--- src/rtl/keypad_scanner.sv ---
// Parametrised ROWS x COLS matrix-keypad scanner with frame-level debounce.
// Emits single-cycle press/release events and a multi-key flag.
module keypad_scanner #(
   parameter int ROWS     = 4,
   parameter int COLS     = 3,
   parameter int SCAN_DIV = 1000,
   parameter int DEBOUNCE = 4,
   parameter int CODE_W   = 4
) (
   input  logic              clk,
   input  logic              rst,
   input  logic [COLS-1:0]   key_col,
   output logic [ROWS-1:0]   key_row,
   output logic [CODE_W-1:0] key_code,
   output logic              key_valid,
   output logic              key_press,
   output logic              key_release,
   output logic              multi_key
);

   localparam int DW = (SCAN_DIV > 1) ? $clog2(SCAN_DIV) : 1;
   localparam int RW = $clog2(ROWS);
   localparam int SW = $clog2(DEBOUNCE + 1);
   localparam logic [DW-1:0]     DIV_MAX    = DW'(SCAN_DIV - 1);
   localparam logic [RW-1:0]     ROW_LAST   = RW'(ROWS - 1);
   localparam logic [SW-1:0]     STABLE_MAX = SW'(DEBOUNCE);
   localparam logic [CODE_W-1:0] NONE       = '1;
   localparam logic [ROWS-1:0]   ROW0_OH    = {1'b1, {(ROWS-1){1'b0}}};

   logic [DW-1:0]     div;
   logic [RW-1:0]     row_idx;
   logic [1:0]        acc_cnt;
   logic [CODE_W-1:0] acc_code;
   logic [SW-1:0]     stable_cnt;
   logic [CODE_W-1:0] last_cand;

   logic              tick;
   logic              frame_end;
   logic [RW-1:0]     nxt_idx;
   logic [ROWS-1:0]   row_oh;
   logic [1:0]        row_cnt;
   logic [CODE_W-1:0] row_code;
   logic [2:0]        sum;
   logic [1:0]        tot;
   logic [CODE_W-1:0] frm_code;
   logic [CODE_W-1:0] cand;
   logic [SW-1:0]     nxt_stable;
   logic              commit;

   always_comb begin
      tick      = (div == DIV_MAX);
      frame_end = tick && (row_idx == ROW_LAST);
      nxt_idx   = (row_idx == ROW_LAST) ? '0 : row_idx + 1'b1;
      row_oh    = '0;
      for (int r = 0; r < ROWS; r++) begin
         row_oh[ROWS-1-r] = (nxt_idx == RW'(r));
      end
   end

   // Count set columns (saturating at 2); lowest column index wins the code.
   always_comb begin
      row_cnt  = '0;
      row_code = NONE;
      for (int c = COLS - 1; c >= 0; c--) begin
         if (key_col[COLS-1-c]) begin
            row_code = CODE_W'(int'(row_idx) * COLS + c);
            if (row_cnt != 2'd2) row_cnt = row_cnt + 1'b1;
         end
      end
   end

   always_comb begin
      sum      = {1'b0, acc_cnt} + {1'b0, row_cnt};
      tot      = (sum >= 3'd2) ? 2'd2 : sum[1:0];
      frm_code = (acc_cnt == 2'd0) ? row_code : acc_code;
      cand     = (tot == 2'd1) ? frm_code : NONE;
      if (cand != last_cand) begin
         nxt_stable = SW'(1);
      end else if (stable_cnt == STABLE_MAX) begin
         nxt_stable = stable_cnt;
      end else begin
         nxt_stable = stable_cnt + 1'b1;
      end
      commit = (nxt_stable == STABLE_MAX) && (cand != key_code);
   end

   always_ff @(posedge clk or posedge rst) begin
      if (rst) begin
         div         <= '0;
         row_idx     <= '0;
         key_row     <= ROW0_OH;
         acc_cnt     <= '0;
         acc_code    <= NONE;
         stable_cnt  <= '0;
         last_cand   <= NONE;
         key_code    <= NONE;
         key_valid   <= 1'b0;
         key_press   <= 1'b0;
         key_release <= 1'b0;
         multi_key   <= 1'b0;
      end else begin
         key_press   <= 1'b0;
         key_release <= 1'b0;
         if (tick) begin
            div     <= '0;
            row_idx <= nxt_idx;
            key_row <= row_oh;
            if (frame_end) begin
               acc_cnt    <= '0;
               acc_code   <= NONE;
               multi_key  <= (tot == 2'd2);
               stable_cnt <= nxt_stable;
               last_cand  <= cand;
               if (commit) begin
                  key_code    <= cand;
                  key_valid   <= (cand != NONE);
                  key_press   <= (cand != NONE);
                  key_release <= (key_code != NONE);
               end
            end else begin
               acc_cnt  <= tot;
               acc_code <= frm_code;
            end
         end else begin
            div <= div + 1'b1;
         end
      end
   end

endmodule

--- config.mk ---
export PLATFORM = sky130hd
export DESIGN_NAME = keypad_scanner
export DESIGN_NICKNAME = d
export VERILOG_FILES = /design/src/rtl/keypad_scanner.sv
export SDC_FILE = /design/constraint.sdc
export NUM_CORES = 1
export LEC_CHECK = 0
export ABC_AREA = 1
export BUFFER_PORTS_ARGS = -buffer_cell sky130_fd_sc_hd__buf_4
export CORE_MARGIN = 3
export CORE_UTILIZATION = 35
export DETAILED_ROUTE_END_ITERATION = 12
export PLACE_DENSITY = 0.61
export SLEW_MARGIN = 20
export SYNTH_ARGS = -nofsm -noshare
export SYNTH_HDL_FRONTEND = slang
export SYNTH_SLANG_ARGS = --single-unit
--- constraint.sdc ---
create_clock -name clk -period 2.6 [get_ports clk]
set_input_delay 0.13 -clock clk [delete_from_list [all_inputs] [get_ports clk]]
set_output_delay 0.13 -clock clk [all_outputs]
set_load 0.01 [all_outputs]
==> flow_metrics.tcl <==
set metrics [dict create \
    relSlewSlack_pct 69.0 \
    period_share_pct 92.7 \
    crit_arrival_ns 2.60 \
    synth_area_leaders "dfrtp_1 (26%), dfstp_2 (15%), nand2_1 (12%)" \
    wl_per_cell_um 11.4 \
    avgSynthCellArea_um2 7.97 \
    tns_ns 0 \
    drtIter0Drc 114 \
    num_antenna_cells 0 \
    via_count 1807 \
    viasPerCell 4.60 \
    ff2ff_setup_slack_ns 0.19 \
    grt_pass1_vias 1728 \
    yosysWarnings 0 \
    yosysTopAreaCell "dfrtp_1" \
    fin_nets 334 \
    min_to "acc_code[2]" \
    p_leak_uw 0.00140 \
    placed_cell_area_mm2 0.00255 \
    finalWirelength_um 4480 \
    synth_edf_count 0 \
    worstHoldStart "key_col[2]" \
    antenna_found_initial 0 \
    critPathKind "flop to flop" \
    drc 0 \
    reg2reg_from "acc_cnt[0]" \
    cp-start-kind "flop" \
    rows 28 \
    synth_most_common_cell "nand2_1" \
    status "complete, no violations" \
    async_flop_share_pct 100 \
    yosysUniqueCellTypes 32 \
    syn_inst 286 \
    maxSlewViolCount 0 \
    cts_root_buf "clkbuf_8" \
    final_area_mm2 0.00267 \
    dieArea_mm2 0.00752 \
    io_buffers 16 \
    cts_made_buffers 5 \
    grt_usage_pct 13.4 \
    clock_tree.buffer_depth 2 \
    grt_pass1_wl_um 8000 \
    layout-drive-gt1-share_pct 26.7 \
    ant_nets 0 \
    reg2reg_to "key_valid" \
    place_congestion 0.790 \
    drt-pass1-iter-count 4 \
    ys_top_cells_by_count "nand2_1 (75), inv_1 (48), dfrtp_1 (24)" \
    dp_hpwl_um 3490 \
    clock_skew_ns 0.00718 \
    synth.top_cell.area_share_pct 26.3 \
    cts.sinks 37 \
    endpoint_kind "flop" \
    powerDensity_mw_per_mm2 431 \
    finalSetupViolCount 0 \
    drv_cap 0 \
    rsz0062_at_grt "false" \
    syn_area_mm2 0.00228 \
    ys.flop_type "dfrtp_1" \
    die_x_um 86.7 \
    worstPathRequired_ns 2.79 \
    tritoncts "done" \
    overflow 0 \
    hold_path_class "input pin to flop" \
    p_total_uw 1150 \
    ys_seq_elements 37 \
    grt_max_degree 38 \
    hold_viol_final 0 \
    clk_transition_reported_paths_ns 0.08 \
    vdd_drop_max_v 0.000196 \
    critPathMaxFanout 12 \
    min_period_ns 2.41 \
    area_growth_syn_to_layout_pct 17.3 \
    dieHeight_um 86.7 \
    clk_latency_ns 0.29 \
    io_pins 17 \
    seq_area_frac_synth_pct 41.3 \
    max_clock_freq_ghz 0.415 \
    synth_nets 303 \
    worstRegToRegCells 15 \
    worst_pin_slew_ns 0.465 \
    htreeDepth 2 \
    start_util_pct 37.4 \
    core_mm2 0.00610 \
    whs_path_depth 4 \
]
sequential cells by signal, indices dropped and copies added (netlist names):
register and count:
div 10, acc_code 4, key_code 4, key_row 4, last_cand 4, stable_cnt 3
acc_cnt 2, row_idx 2, key_press 1, key_release 1, key_valid 1, multi_key 1
through the flow:
step           setup slack (ns)  cells  hold slack, ns  utilization, %
2_1_floorplan             0.232    286           0.300               -
5_1_grt                 0.00523    393           0.291            43.9
6_report                  0.189    393           0.256            43.9
4_1_cts                   0.170    393           0.245            43.9
3_3_place_gp             0.0644    384           0.284            41.8
3_5_place_dp            -0.0925    384           0.278            41.8
metal layers:
layer | up-vias | wire [um] | GRT usage [%]
met2 | 14 | 2100 | 21.1
met4 | 0 | 74 | 5.10
li1 | 955 | - | -
met5 | - | 0 | 0
met3 | 6 | 86 | 2.57
met1 | 832 | 2220 | 18.3
cell type report:
class                   count  area, um^2
fillers                   653        3420
multi-input cells         192        1110
well taps                  75        93.8
repair buffers             27         205
clock buffers               5        68.8
inverters                  54         203
flip-flops and latches     37         942
clock inverters             3        46.3
critical path, stage by stage, from the launching register on:
cell,delay (ns)
dfrtp_1,0.40
ha_1,0.16
inv_1,0.05
fa_1,0.48
nand2_1,0.09
nor2_2,0.09
buf_4,0.19
nand3_2,0.13
nand2_1,0.12
nand2_2,0.07
nor2_4,0.08
nand2_2,0.07
nor2_4,0.14
nand4_4,0.11
nand2_1,0.08
nand2_1,0.05
layout by cell type (no fill, tap or decap), drive strengths merged:
cell / Yosys / routed
nor2: 22 / 22
clkinv: 0 / 1
o21ai: 17 / 17
clkbuf: 1 / 5
nand3b: 1 / 1
nand3: 18 / 18
nor3: 8 / 8
a21oi: 9 / 9
or2: 2 / 2
buf: 2 / 26
bufinv: 0 / 1
ha: 11 / 11
nand2: 87 / 87
dlygate4sd3: 0 / 1
a2bb2oi: 1 / 1
dfrtp: 24 / 24
fa: 1 / 1
a22oi: 2 / 2
xor2: 1 / 1
nand4: 9 / 9
inv: 54 / 54
xnor2: 1 / 1
clkinvlp: 0 / 1
a32oi: 1 / 1
dfstp: 13 / 13
o22ai: 1 / 1
where the power goes:
group | leakage, uW | internal [uW] | switching [uW]
logic | 0.000916 | 22.9 | 43.3
clock network | 0.0000543 | 287 | 222
registers | 0.000431 | 576 | 0
cell families (layout without fill, tap and decap cells):
group	Yosys count	after routing	synth area share [%]
flip-flops	37	37	41.3
adder cells (fa/ha/maj)	12	12	6.92
AO/OA/AOI/OAI	31	31	7.57
buffers and inverters	57	89	9.77
XOR/XNOR	2	2	0.769
AND/OR/NAND/NOR	147	147	33.6
worst max-delay path by stage:
| stage | startpoint | end | slack [ns] | depth (start not counted) |
|---|---|---|---|---|
| floorplan | key_col[0] | key_valid | 0.23 | 17 |
| global route | acc_cnt[0] | key_valid | 0.005 | 15 |
| global placement | key_col[0] | key_valid | 0.06 | 19 |
| detailed placement | key_col[0] | key_valid | -0.09 | 20 |
| finish | acc_cnt[0] | key_valid | 0.19 | 15 |
| CTS | acc_cnt[0] | key_valid | 0.17 | 15 |
what timing repair did:
| item | CTS | global route |
|---|---|---|
| gates resized for setup | 0 | 0 |
| hold buffers | 1 | 0 |
| buffers inserted | 0 | 0 |
| hold endpoints to repair | 24 | 0 |
No activity file was read; power rests on OpenSTA's default activity.
